File: src/rtl/if_stage_bpu_pkg.sv
// if_stage_bpu_pkg: shared defaults, counter encodings and helpers for the fetch stage.
package if_stage_bpu_pkg;
    localparam logic [31:0] RESET_PC_DEF = 32'h1c000000;
    localparam int BTB_ENTRIES_DEF = 16;
    localparam int IF_IPD_BUS_W = 1 + 32 + 1 + 32;

    typedef enum logic [1:0] {SNT = 2'b00, WNT = 2'b01, WT = 2'b10, ST = 2'b11} ctr_t;

    function automatic ctr_t ctr_next(input ctr_t c, input logic taken);
        return taken ? (c == ST ? ST : ctr_t'(c + 2'd1)) : (c == SNT ? SNT : ctr_t'(c - 2'd1));
    endfunction
endpackage

File: src/rtl/if_stage_bpu_btb.sv
// if_btb: direct-mapped BTB with 2-bit counters; one combinational lookup port, one training port.
module if_btb
    import if_stage_bpu_pkg::*;
#(
    parameter int ENTRIES = BTB_ENTRIES_DEF,
    parameter int IDX_W = $clog2(ENTRIES)
) (
    input  logic        clk,
    input  logic        resetn,
    input  logic [31:0] lookup_pc,
    output logic        pred_taken,
    output logic [31:0] pred_target,
    input  logic        upd_valid,
    input  logic [31:0] upd_pc,
    input  logic        upd_taken,
    input  logic [31:0] upd_target
);
    localparam int TAG_W = 30 - IDX_W;

    logic [ENTRIES-1:0] valid;
    logic [TAG_W-1:0]   tag    [ENTRIES];
    logic [31:0]        target [ENTRIES];
    ctr_t               ctr    [ENTRIES];

    logic [IDX_W-1:0] l_idx, u_idx;
    logic [TAG_W-1:0] l_tag, u_tag;
    logic             l_hit, u_hit;
    logic             unused_lsb;

    assign l_idx = lookup_pc[IDX_W+1:2];
    assign l_tag = lookup_pc[31:IDX_W+2];
    assign u_idx = upd_pc[IDX_W+1:2];
    assign u_tag = upd_pc[31:IDX_W+2];
    assign unused_lsb = ^{lookup_pc[1:0], upd_pc[1:0]};

    assign l_hit = valid[l_idx] && tag[l_idx] == l_tag;
    assign u_hit = valid[u_idx] && tag[u_idx] == u_tag;
    assign pred_taken = l_hit && ctr[l_idx][1];
    assign pred_target = target[l_idx];

    always_ff @(posedge clk or negedge resetn) begin
        if (!resetn) begin
            valid <= '0;
            for (int i = 0; i < ENTRIES; i++) ctr[i] <= WNT;
        end else if (upd_valid) begin
            if (u_hit) begin
                ctr[u_idx] <= ctr_next(ctr[u_idx], upd_taken);
            end else if (upd_taken) begin
                valid[u_idx] <= 1'b1;
                ctr[u_idx] <= WT;
            end
        end
    end

    // On a hit the tag rewrite is a no-op, so taken training always writes tag and target.
    always_ff @(posedge clk) begin
        if (upd_valid && upd_taken) begin
            tag[u_idx] <= u_tag;
            target[u_idx] <= upd_target;
        end
    end
endmodule

File: src/rtl/if_stage_bpu.sv
// if_stage_bpu: fetch stage driving the inst RAM and handing PC plus prediction to IPD.
// Define IF_BPRED_EN to build the BTB predictor; otherwise fetch is static not-taken.
module if_stage_bpu
    import if_stage_bpu_pkg::*;
#(
    parameter logic [31:0] RESET_PC = RESET_PC_DEF,
    parameter int BTB_ENTRIES = BTB_ENTRIES_DEF,
    localparam int IDX_W = $clog2(BTB_ENTRIES)
) (
    input  logic        clk,
    input  logic        resetn,
    input  logic        id_allow_in,
    input  logic        redirect_valid,
    input  logic [31:0] redirect_pc,
    input  logic        upd_valid,
    input  logic [31:0] upd_pc,
    input  logic        upd_taken,
    input  logic [31:0] upd_target,
    output logic        if_to_ipd_valid,
    output logic [31:0] if_to_ipd_pc,
    output logic        if_to_ipd_pred_taken,
    output logic [31:0] if_to_ipd_pred_target,
    output logic        inst_ram_en,
    output logic [31:0] inst_ram_addr,
    output logic [3:0]  inst_ram_w_en,
    output logic [31:0] inst_ram_w_data
);
    logic [31:0] pc, seq_pc, pred_nextpc, next_pc;
    logic        if_valid, pred_taken, if_allow_in, advance;
    logic [IF_IPD_BUS_W-1:0] ipd_bus;

    assign seq_pc = pc + 32'd4;

`ifdef IF_BPRED_EN
    logic [31:0] btb_target;

    if_btb #(.ENTRIES(BTB_ENTRIES), .IDX_W(IDX_W)) u_btb (
        .clk        (clk),
        .resetn     (resetn),
        .lookup_pc  (pc),
        .pred_taken (pred_taken),
        .pred_target(btb_target),
        .upd_valid  (upd_valid),
        .upd_pc     (upd_pc),
        .upd_taken  (upd_taken),
        .upd_target (upd_target)
    );

    assign pred_nextpc = pred_taken ? btb_target : seq_pc;
`else
    logic unused_upd;

    assign pred_taken = 1'b0;
    assign pred_nextpc = seq_pc;
    assign unused_upd = ^{upd_valid, upd_pc, upd_taken, upd_target, IDX_W[0]};
`endif

    assign if_allow_in = ~if_valid | id_allow_in;
    assign advance = redirect_valid | if_allow_in;
    assign next_pc = redirect_valid ? redirect_pc : pred_nextpc;

    always_ff @(posedge clk or negedge resetn) begin
        if (!resetn) begin
            pc <= RESET_PC - 32'd4;
            if_valid <= 1'b0;
        end else if (advance) begin
            pc <= next_pc;
            if_valid <= 1'b1;
        end
    end

    // A redirect squashes the instruction sitting in IF before IPD can take it.
    assign ipd_bus = {if_valid & ~redirect_valid, pc, pred_taken, pred_nextpc};
    assign {if_to_ipd_valid, if_to_ipd_pc, if_to_ipd_pred_taken, if_to_ipd_pred_target} = ipd_bus;

    assign inst_ram_en = advance;
    assign inst_ram_addr = next_pc;
    assign inst_ram_w_en = 4'd0;
    assign inst_ram_w_data = 32'd0;
endmodule

File: config.mk
export PLATFORM = sky130hd
export DESIGN_NAME = if_stage_bpu
export DESIGN_NICKNAME = d
export VERILOG_FILES = /design/src/rtl/if_stage_bpu_pkg.sv /design/src/rtl/if_stage_bpu_btb.sv /design/src/rtl/if_stage_bpu.sv
export SDC_FILE = /design/constraint.sdc
export NUM_CORES = 1
export LEC_CHECK = 0
export BUFFER_PORTS_ARGS = -buffer_cell sky130_fd_sc_hd__buf_2
export CELL_PAD_IN_SITES_DETAIL_PLACEMENT = 0
export CELL_PAD_IN_SITES_GLOBAL_PLACEMENT = 1
export CORE_AREA = 2 2 102 114
export DETAILED_ROUTE_END_ITERATION = 6
export DIE_AREA = 0 0 104 116
export PLACE_DENSITY = 0.79
export SLEW_MARGIN = 25
export SYNTH_ARGS = -nofsm -noshare
export SYNTH_HDL_FRONTEND = slang
export SYNTH_SLANG_ARGS = --single-unit
File: constraint.sdc
create_clock -name clk -period 3.1 [get_ports clk]
set_input_delay 0.31 -clock clk [delete_from_list [all_inputs] [get_ports clk]]
set_output_delay 0.31 -clock clk [all_outputs]
set_load 0.05 [all_outputs]
== After elaboration in Yosys (flattened, before gate mapping) ==
Cells that the tools add are included.

* Multiplexer cells: 1
* Add/subtract/negate cells: 1
* Bitwise operators: 5

{| class="wikitable"
|+ Operator list
! operator !! number
|-
| $add 32x3->32 const B || 1
|-
| $mux 32 || 1
|-
| $not 1->1 || 2
|-
| $or 1x1->1 || 2
|-
| $and 1x1->1 || 1
|}

* Register bits after elaboration: 33
* Input bits: 102
* Logic and storage cells: 9
* Output and inout port bits: 135

== Longest topological paths before layout ==
Gate-level depths: netlist of the first run.

* Word-level depth: 3
* Gate-level depth with buffers: 7
* Mapped depth without buffers: 6

== Least setup slack after synthesis of the first run ==
Ideal clock, no wire load.

* Kind: flip-flop to output port
* Start: register pc[10], in the netlist if_to_ipd_pc[10]
* End: output inst_ram_addr[29]
* Buffers on the path: 2
* Arrival: 3196 ps
* Cell stages (with the launch flop): 8
* Required time: 2790 ps
* Slack: -406 ps
* Cells stage by stage: dfstp_2 > buf_2 > nand2_1 > nor4_1 > buf_2 > nand3_1 > xnor2_1 > mux2_2

* Cells in the longest elaborated chain, start to end: 2

{| class="wikitable"
|+ Ends and longest elaborated chain
! what !! RTL line !! source
|-
| start, declared || if_stage_bpu.sv:28 || <nowiki>logic [31:0] pc, seq_pc, pred_nextpc, next_pc;</nowiki>
|-
| start signal, assigned || if_stage_bpu.sv:64 || <nowiki>pc <= RESET_PC - 32'd4;</nowiki>
|-
| start signal, assigned || if_stage_bpu.sv:67 || <nowiki>pc <= next_pc;</nowiki>
|-
| $add 32x3->32 || if_stage_bpu.sv:32 || <nowiki>assign seq_pc = pc + 32'd4;</nowiki>
|-
| via if_to_ipd_pred_target[29] || if_stage_bpu.sv:22 || <nowiki>output logic [31:0] if_to_ipd_pred_target,</nowiki>
|-
| $mux 32 || if_stage_bpu.sv:60 || <nowiki>assign next_pc = redirect_valid ? redirect_pc : pred_nextpc;</nowiki>
|-
| end, declared || if_stage_bpu.sv:24 || <nowiki>output logic [31:0] inst_ram_addr,</nowiki>
|}

The timed path passes the listed nets, and every way through them passes these cells.

== Worst setup path in the final report of the first run ==
* Start: register pc[2], in the netlist if_to_ipd_pc[2]
* End: output inst_ram_addr[20]

* Cells in the longest elaborated chain, start to end: 2

{| class="wikitable"
|+ Ends and longest elaborated chain
! what !! RTL line
|-
| $add 32x3->32 || if_stage_bpu.sv:32
|-
| $mux 32 || if_stage_bpu.sv:60
|}

No other way between the ends.

==> impl_metrics.env, run 1 <==
export IMPL_run_status="complete, no violations"
export IMPL_p_leak_nw=1.83
export IMPL_dr_total_vias=2618
export IMPL_netlist_top_cell_by_area="sky130_fd_sc_hd__dfstp_2"
export IMPL_synthesis_yosys_warnings=0
export IMPL_total_power_mw=2.35
export IMPL_series_of_cell_instances_along_the_critical_path="ha_1 > nand3_2 > nor4_1 > buf_4 > nand3_1 > xnor2_4 > mux2_2 > buf_2"
export IMPL_synth_largest_type_area_fraction=0.237
export IMPL_timing_critical_path_to_type="primary output"
export IMPL_cts_clk_slew_worst_paths_ns=0.06
export IMPL_die_width_um=104
export IMPL_place_port_buffers=133
export IMPL_maxSlewHeadroom=0.478
export IMPL_cts_sinks=33
export IMPL_cts_max_level=2
export IMPL_number_of_global_route_vias_before_repair=2492
export IMPL_critPathArrivalTime_ns=2.58
export IMPL_floorplan_initialDensity=0.267
export IMPL_die_area_um2=12100
export IMPL_grt_start_max_net_pins=47
export IMPL_clkPwrFrac=0.203
export IMPL_swShare=0.520
export IMPL_achievable_frequency_ghz=0.346
export IMPL_crit_slowest_cell="sky130_fd_sc_hd__dfstp_2"
export IMPL_syn_inst_count=310
export IMPL_critical_setup_path_class="reg -> out"
export IMPL_p_sw_mw=1.22
export IMPL_drt_vias_per_instance=4.42
export IMPL_synthesis_area_um2=2890
export IMPL_ys_seq_area_frac=0.297
export IMPL_cp_slowest_stage_delay_ns=0.58
export IMPL_timing_hold_worst_class="in -> async"
export IMPL_dr_pass1_iters=4
export IMPL_path_max_fanout=6
export IMPL_worst_clock_skew_ns=0.00546
export IMPL_final_nets=547
export IMPL_final_max_slew_violation_count=0
export IMPL_p_per_area_nw_per_um2=579
export IMPL_final_period_utilization=0.931
export IMPL_antenna_found_initial=0
export IMPL_layout_common_cells="133 x sky130_fd_sc_hd__buf_2, 45 x sky130_fd_sc_hd__mux2_2, 38 x sky130_fd_sc_hd__conb_1"
export IMPL_detailedRoute_firstIterationViolations=60
export IMPL_synthArstFlopShare=1.00
export IMPL_grt_overflow_total=0
export IMPL_setup_failing_eps_final=0
export IMPL_hold_slack_ns=0.120
export IMPL_wire_length_of_the_first_global_routing_pass_um=13100
export IMPL_boundaryPins=237
export IMPL_grt_use_total=0.136
export IMPL_power_combinational_fraction=0.526
export IMPL_synth_distinct_cells=38
export IMPL_top_area_cells_in_the_synthesized_netlist="sky130_fd_sc_hd__dfstp_2 24%, sky130_fd_sc_hd__mux2_2 18%, sky130_fd_sc_hd__buf_4 10%, sky130_fd_sc_hd__xnor2_1 10%, sky130_fd_sc_hd__dfrtp_1 6.1%"
export IMPL_tritoncts="built"
export IMPL_worst_slew_pin_slew_ns=0.784
export IMPL_layout_cell_share_with_drive_strength_beyond_1=0.575
export IMPL_ys_dominant_reg_cell="sky130_fd_sc_hd__dfstp_2"
export IMPL_place_gp_congestion=0.769
export IMPL_routed_wirelength_um=8350
export IMPL_layout_cell_area_non_filler_um2=4060
export IMPL_final_common_cell="sky130_fd_sc_hd__buf_2"
export IMPL_cp_required_ns=2.79
export IMPL_post_drt_wl_per_cell_um=14.1
export IMPL_p_int_mw=1.13
export IMPL_placement_cell_area_um2=3890
export IMPL_route_detailed_drc=0
export IMPL_post_synth_cell_area_avg_um2=9.32
export IMPL_clock_latency_ns=0.27
export IMPL_report_final_hold_viol_count=0
export IMPL_final_core_utilization=0.375
export IMPL_cts_buffers_inserted=5
export IMPL_synth_enable_flop_cells=0
export IMPL_clockBufferDepth=2
export IMPL_placementRows=40
export IMPL_detail_route_antenna_nets=0
export IMPL_insertedDiodeCount=0
export IMPL_drv_max_cap_violation_count=0
export IMPL_fp_dieH_um=116
export IMPL_num_fill_cells=1167
export IMPL_core_um2=10800
export IMPL_pwr_share_seq=0.271
export IMPL_cts_root_buf="sky130_fd_sc_hd__clkbuf_16"
export IMPL_startpoint_type="flip-flop"
export IMPL_cts_hold_repair_buffers=0
export IMPL_dp_hpwl_um=6430
export IMPL_power_ir_vdd_worst_mv=0.377
export IMPL_area_growth_pct=40.4
export IMPL_finalWorstPathRequiredPeriod_ns=2.89
export IMPL_ys_seq_elements=33
[repair_timing]
item	in CTS	in global routing
setup buffers	0	1
resized for setup	0	3
endpoints found under the setup margin	0	3
hold endpoints to repair	0	0
[power by group through the flow]
stage                     Sequential, mW  Combinational (mW)  Clock [mW]
after floorplan                    0.799               0.867           0
after global placement             0.636                1.23           0
after detailed placement           0.640                1.23           0
after CTS                          0.634                1.24       0.506
after global routing               0.650                1.29       0.525
final                              0.635                1.23       0.477
[layout make-up]
class	instances	area [um^2]	share of cell area
flip-flops and latches	33	858	0.212
inverters	6	22.5	0.00555
repair buffers	146	776	0.191
well taps	147	184	0.0454
clock inverters	2	10.0	0.00247
multi-input cells	252	2080	0.512
clock buffers	6	129	0.0318
[flip-flops by register name, summed over array words and instances, names as in the netlist]
signal        count
if_to_ipd_pc     32
if_valid          1
[through the flow]
step	TNS (ns)	instances	setup slack [ns]
after global placement	0	583	0.314
final	0	592	0.214
after detailed placement	0	583	0.337
after floorplan	-0.325	346	-0.101
after CTS	0	591	0.0363
after global routing	-0.00553	592	-0.00553
[cell families (layout without fill, tap and decap cells)]
group | Yosys count | after routing | synth area share
flops | 33 | 33 | 0.297
other cells | 2 | 38 | 0.00260
simple gates | 98 | 98 | 0.186
xor+xnor | 49 | 49 | 0.149
compound gates | 21 | 21 | 0.0520
mux | 45 | 45 | 0.175
buf+inv | 61 | 160 | 0.133
fa+ha+maj | 1 | 1 | 0.00433
[path summary, 6_finish.rpt]
kind | from | to | slack (ns) | cells past startpoint
worst max-delay path | if_to_ipd_pc[2]$_DFFE_PN1P_ | inst_ram_addr[20] | 0.21 | 8
worst min-delay path | resetn | if_to_ipd_pc[30]$_DFFE_PN0P_ | 0.12 | 1
worst max register to register | if_to_ipd_pc[10]$_DFFE_PN1P_ | if_to_ipd_pc[31]$_DFFE_PN0P_ | 0.87 | 6
worst min register to register | if_to_ipd_pc[2]$_DFFE_PN1P_ | if_to_ipd_pc[2]$_DFFE_PN1P_ | 0.54 | 2
max in group asynchronous | resetn | if_to_ipd_pc[31]$_DFFE_PN0P_ | 2.49 | 1
min in group clk | redirect_pc[9] | if_to_ipd_pc[9]$_DFFE_PN1P_ | 0.27 | 2
[cell usage after synthesis, types with 5 or more instances]
| cell type | n |
|---|---|
| sky130_fd_sc_hd__mux2_2 | 45 |
| sky130_fd_sc_hd__buf_4 | 40 |
| sky130_fd_sc_hd__xnor2_1 | 34 |
| sky130_fd_sc_hd__dfstp_2 | 26 |
| sky130_fd_sc_hd__nand3_1 | 18 |
| sky130_fd_sc_hd__nor2_1 | 18 |
| sky130_fd_sc_hd__nand4_1 | 17 |
| sky130_fd_sc_hd__nand2_1 | 15 |
| sky130_fd_sc_hd__xor2_1 | 15 |
| sky130_fd_sc_hd__clkbuf_1 | 9 |
| sky130_fd_sc_hd__dfrtp_1 | 7 |
| sky130_fd_sc_hd__buf_2 | 5 |
| sky130_fd_sc_hd__inv_1 | 5 |
| sky130_fd_sc_hd__nand2b_1 | 5 |
| sky130_fd_sc_hd__nor3_1 | 5 |
[worst max-delay path, delay by kind of cell, from the launching register on]
kind / cells / cell delay [ns]
buffers and inverters: 2 / 0.40
and+or+nand+nor: 3 / 0.66
muxes: 1 / 0.26
adders and majority gates: 1 / 0.22
xor gates and xnor gates: 1 / 0.17
DFF: 1 / 0.58
[per-layer routing]
metal | up-vias | track usage | share of wire
li1 | 1269 | - | -
met1 | 1241 | 0.179 | 0.44
met2 | 106 | 0.232 | 0.49
met3 | 2 | 0.0309 | 0.064
met4 | 0 | 0.0243 | 0.0036
met5 | - | 0 | 0
(Power assumes the default switching activity.)
==> run 2, diff against run 1 <==
Settings changed: CELL_PAD_IN_SITES_DETAIL_PLACEMENT 0 to unset, CELL_PAD_IN_SITES_GLOBAL_PLACEMENT 1 to unset, CORE_AREA 2 2 102 114 to 2 2 91 93, DIE_AREA 0 0 104 116 to 0 0 93 95, PLACE_DENSITY 0.79 to 0.75.
==> run 2 against run 1 <==
Compared with the run above: die area decreased by 27%; utilization increased by 13 points; critical path depth decreased by 1; global-route usage increased by 3.8 points; via count increased by 2.0%.
==> impl_metrics.env, run 2 (synthesized netlist as in run 1, its figures left out) <==
export IMPL_run_status="complete, no violations"
export IMPL_path_max_fanout=6
export IMPL_cts_root_buf="sky130_fd_sc_hd__clkbuf_8"
export IMPL_grt_start_max_net_pins=41
export IMPL_route_detailed_drc=0
export IMPL_total_power_mw=2.24
export IMPL_cp_required_ns=2.79
export IMPL_final_max_slew_violation_count=0
export IMPL_maxSlewHeadroom=0.431
export IMPL_grt_overflow_total=0
export IMPL_report_final_hold_viol_count=0
export IMPL_placementRows=33
export IMPL_power_ir_vdd_worst_mv=0.408
export IMPL_critPathArrivalTime_ns=2.60
export IMPL_startpoint_type="flip-flop"
export IMPL_setup_failing_eps_final=0
export IMPL_drv_max_cap_violation_count=0
export IMPL_critical_path_top_delay_family="simple AND/OR/NAND/NOR gates"
export IMPL_final_nets=551
export IMPL_timing_hold_worst_class="in -> async"
export IMPL_cts_buffers_inserted=5
export IMPL_swShare=0.538
export IMPL_num_fill_cells=740
export IMPL_layout_cell_area_non_filler_um2=3990
export IMPL_floorplan_initialDensity=0.364
export IMPL_finalWorstPathRequiredPeriod_ns=2.91
export IMPL_clock_latency_ns=0.28
export IMPL_area_growth_pct=38.0
export IMPL_fp_dieH_um=95
export IMPL_boundaryPins=237
export IMPL_achievable_frequency_ghz=0.343
export IMPL_layout_common_cells="132 x sky130_fd_sc_hd__buf_2, 45 x sky130_fd_sc_hd__mux2_2, 38 x sky130_fd_sc_hd__conb_1"
export IMPL_cts_hold_repair_buffers=0
export IMPL_detailedRoute_firstIterationViolations=97
export IMPL_clockBufferDepth=2
export IMPL_cts_max_level=2
export IMPL_cts_clk_slew_worst_paths_ns=0.07
export IMPL_dp_hpwl_um=5970
export IMPL_dr_pass1_iters=4
export IMPL_final_period_utilization=0.940
export IMPL_rsz0062_at_grt="no"
export IMPL_place_gp_congestion=0.796
export IMPL_cts_sinks=33
export IMPL_layout_cell_share_with_drive_strength_beyond_1=0.581
export IMPL_routed_wirelength_um=7920
export IMPL_p_per_area_nw_per_um2=561
export IMPL_final_common_cell="sky130_fd_sc_hd__buf_2"
export IMPL_detail_route_antenna_nets=0
export IMPL_worst_clock_skew_ns=0.00771
export IMPL_number_of_flip_flops_under_the_largest_register_name=32
export IMPL_p_sw_mw=1.20
export IMPL_dr_total_vias=2671
export IMPL_p_leak_nw=1.83
export IMPL_critPathBufInv=1
export IMPL_insertedDiodeCount=0
export IMPL_die_width_um=93
export IMPL_p_int_mw=1.03
export IMPL_crit_slowest_cell="sky130_fd_sc_hd__dfstp_2"
export IMPL_critical_setup_path_class="reg -> out"
export IMPL_die_area_um2=8840
export IMPL_place_port_buffers=133
export IMPL_clkPwrFrac=0.164
export IMPL_drt_vias_per_instance=4.82
export IMPL_antenna_found_initial=1
export IMPL_final_core_utilization=0.503
export IMPL_placement_cell_area_um2=3820
export IMPL_tritoncts="built"
export IMPL_pwr_share_seq=0.284
export IMPL_number_of_global_route_vias_before_repair=2396
export IMPL_worst_slew_pin_slew_ns=0.852
export IMPL_grt_use_total=0.174
export IMPL_timing_critical_path_to_type="primary output"
export IMPL_core_um2=7930
export IMPL_series_of_cell_instances_along_the_critical_path="ha_1 > nand3_2 > nor4_4 > nand4b_1 > xnor2_4 > mux2_2 > buf_2"
export IMPL_wire_length_of_the_first_global_routing_pass_um=12000
export IMPL_power_combinational_fraction=0.552
export IMPL_post_drt_wl_per_cell_um=14.3
export IMPL_cp_slowest_stage_delay_ns=0.59
[run 2: what timing repair did]
item                       CTS  global route
pin swaps                    0             3
resized for setup            1             3
buffers inserted             0             6
cloned                       0             0
setup endpoints to repair    1            10
[run 2: cell type report]
type	count	area (um^2)	area share
multi-input cells	252	2080	0.521
flip-flops and latches	33	858	0.215
repair buffers	150	796	0.200
well taps	105	131	0.0330
clock buffers	7	96.3	0.0242
inverters	6	22.5	0.00565
clock inverters	1	5.00	0.00126
[run 2: final timing paths]
check	to	slack (ns)	cells past startpoint	startpoint
max	inst_ram_addr[30]	0.19	7	if_to_ipd_pc[2]$_DFFE_PN1P_
min	if_valid$_DFFE_PN0P_	0.10	1	resetn
max reg2reg	if_to_ipd_pc[30]$_DFFE_PN0P_	0.86	8	if_to_ipd_pc[2]$_DFFE_PN1P_
min reg2reg	if_to_ipd_pc[2]$_DFFE_PN1P_	0.55	2	if_to_ipd_pc[2]$_DFFE_PN1P_
max in group asynchronous	if_to_ipd_pc[0]$_DFFE_PN0P_	2.49	1	resetn
min in group clk	if_to_ipd_pc[9]$_DFFE_PN1P_	0.25	2	redirect_pc[9]
[run 2: metrics by stage]
| step | setup WS (ns) | hold WS [ns] | TNS, ns | cells |
|---|---|---|---|---|
| 2_1_floorplan | -0.101 | 0.0144 | -0.325 | 346 |
| 3_3_place_gp | 0.199 | 0.423 | 0 | 540 |
| 3_5_place_dp | 0.213 | 0.438 | 0 | 540 |
| 4_1_cts | 0.0192 | 0.126 | 0 | 548 |
| 5_1_grt | 0.0256 | 0.148 | 0 | 554 |
| 6_report | 0.186 | 0.104 | 0 | 554 |
[run 2: power groups by stage]
stage	Clock, mW	Sequential, mW	Combinational (mW)
6_report	0.367	0.635	1.23
5_1_grt	0.410	0.648	1.29
4_1_cts	0.385	0.633	1.23
3_5_place_dp	0	0.640	1.23
3_3_place_gp	0	0.635	1.22
2_1_floorplan	0	0.799	0.867
[run 2: per-layer routing]
| metal | part of all wire | GRT usage |
|---|---|---|
| met1 | 0.43 | 0.231 |
| met2 | 0.48 | 0.281 |
| met3 | 0.080 | 0.0471 |
| met4 | 0.0066 | 0.0441 |
| met5 | 0 | 0 |
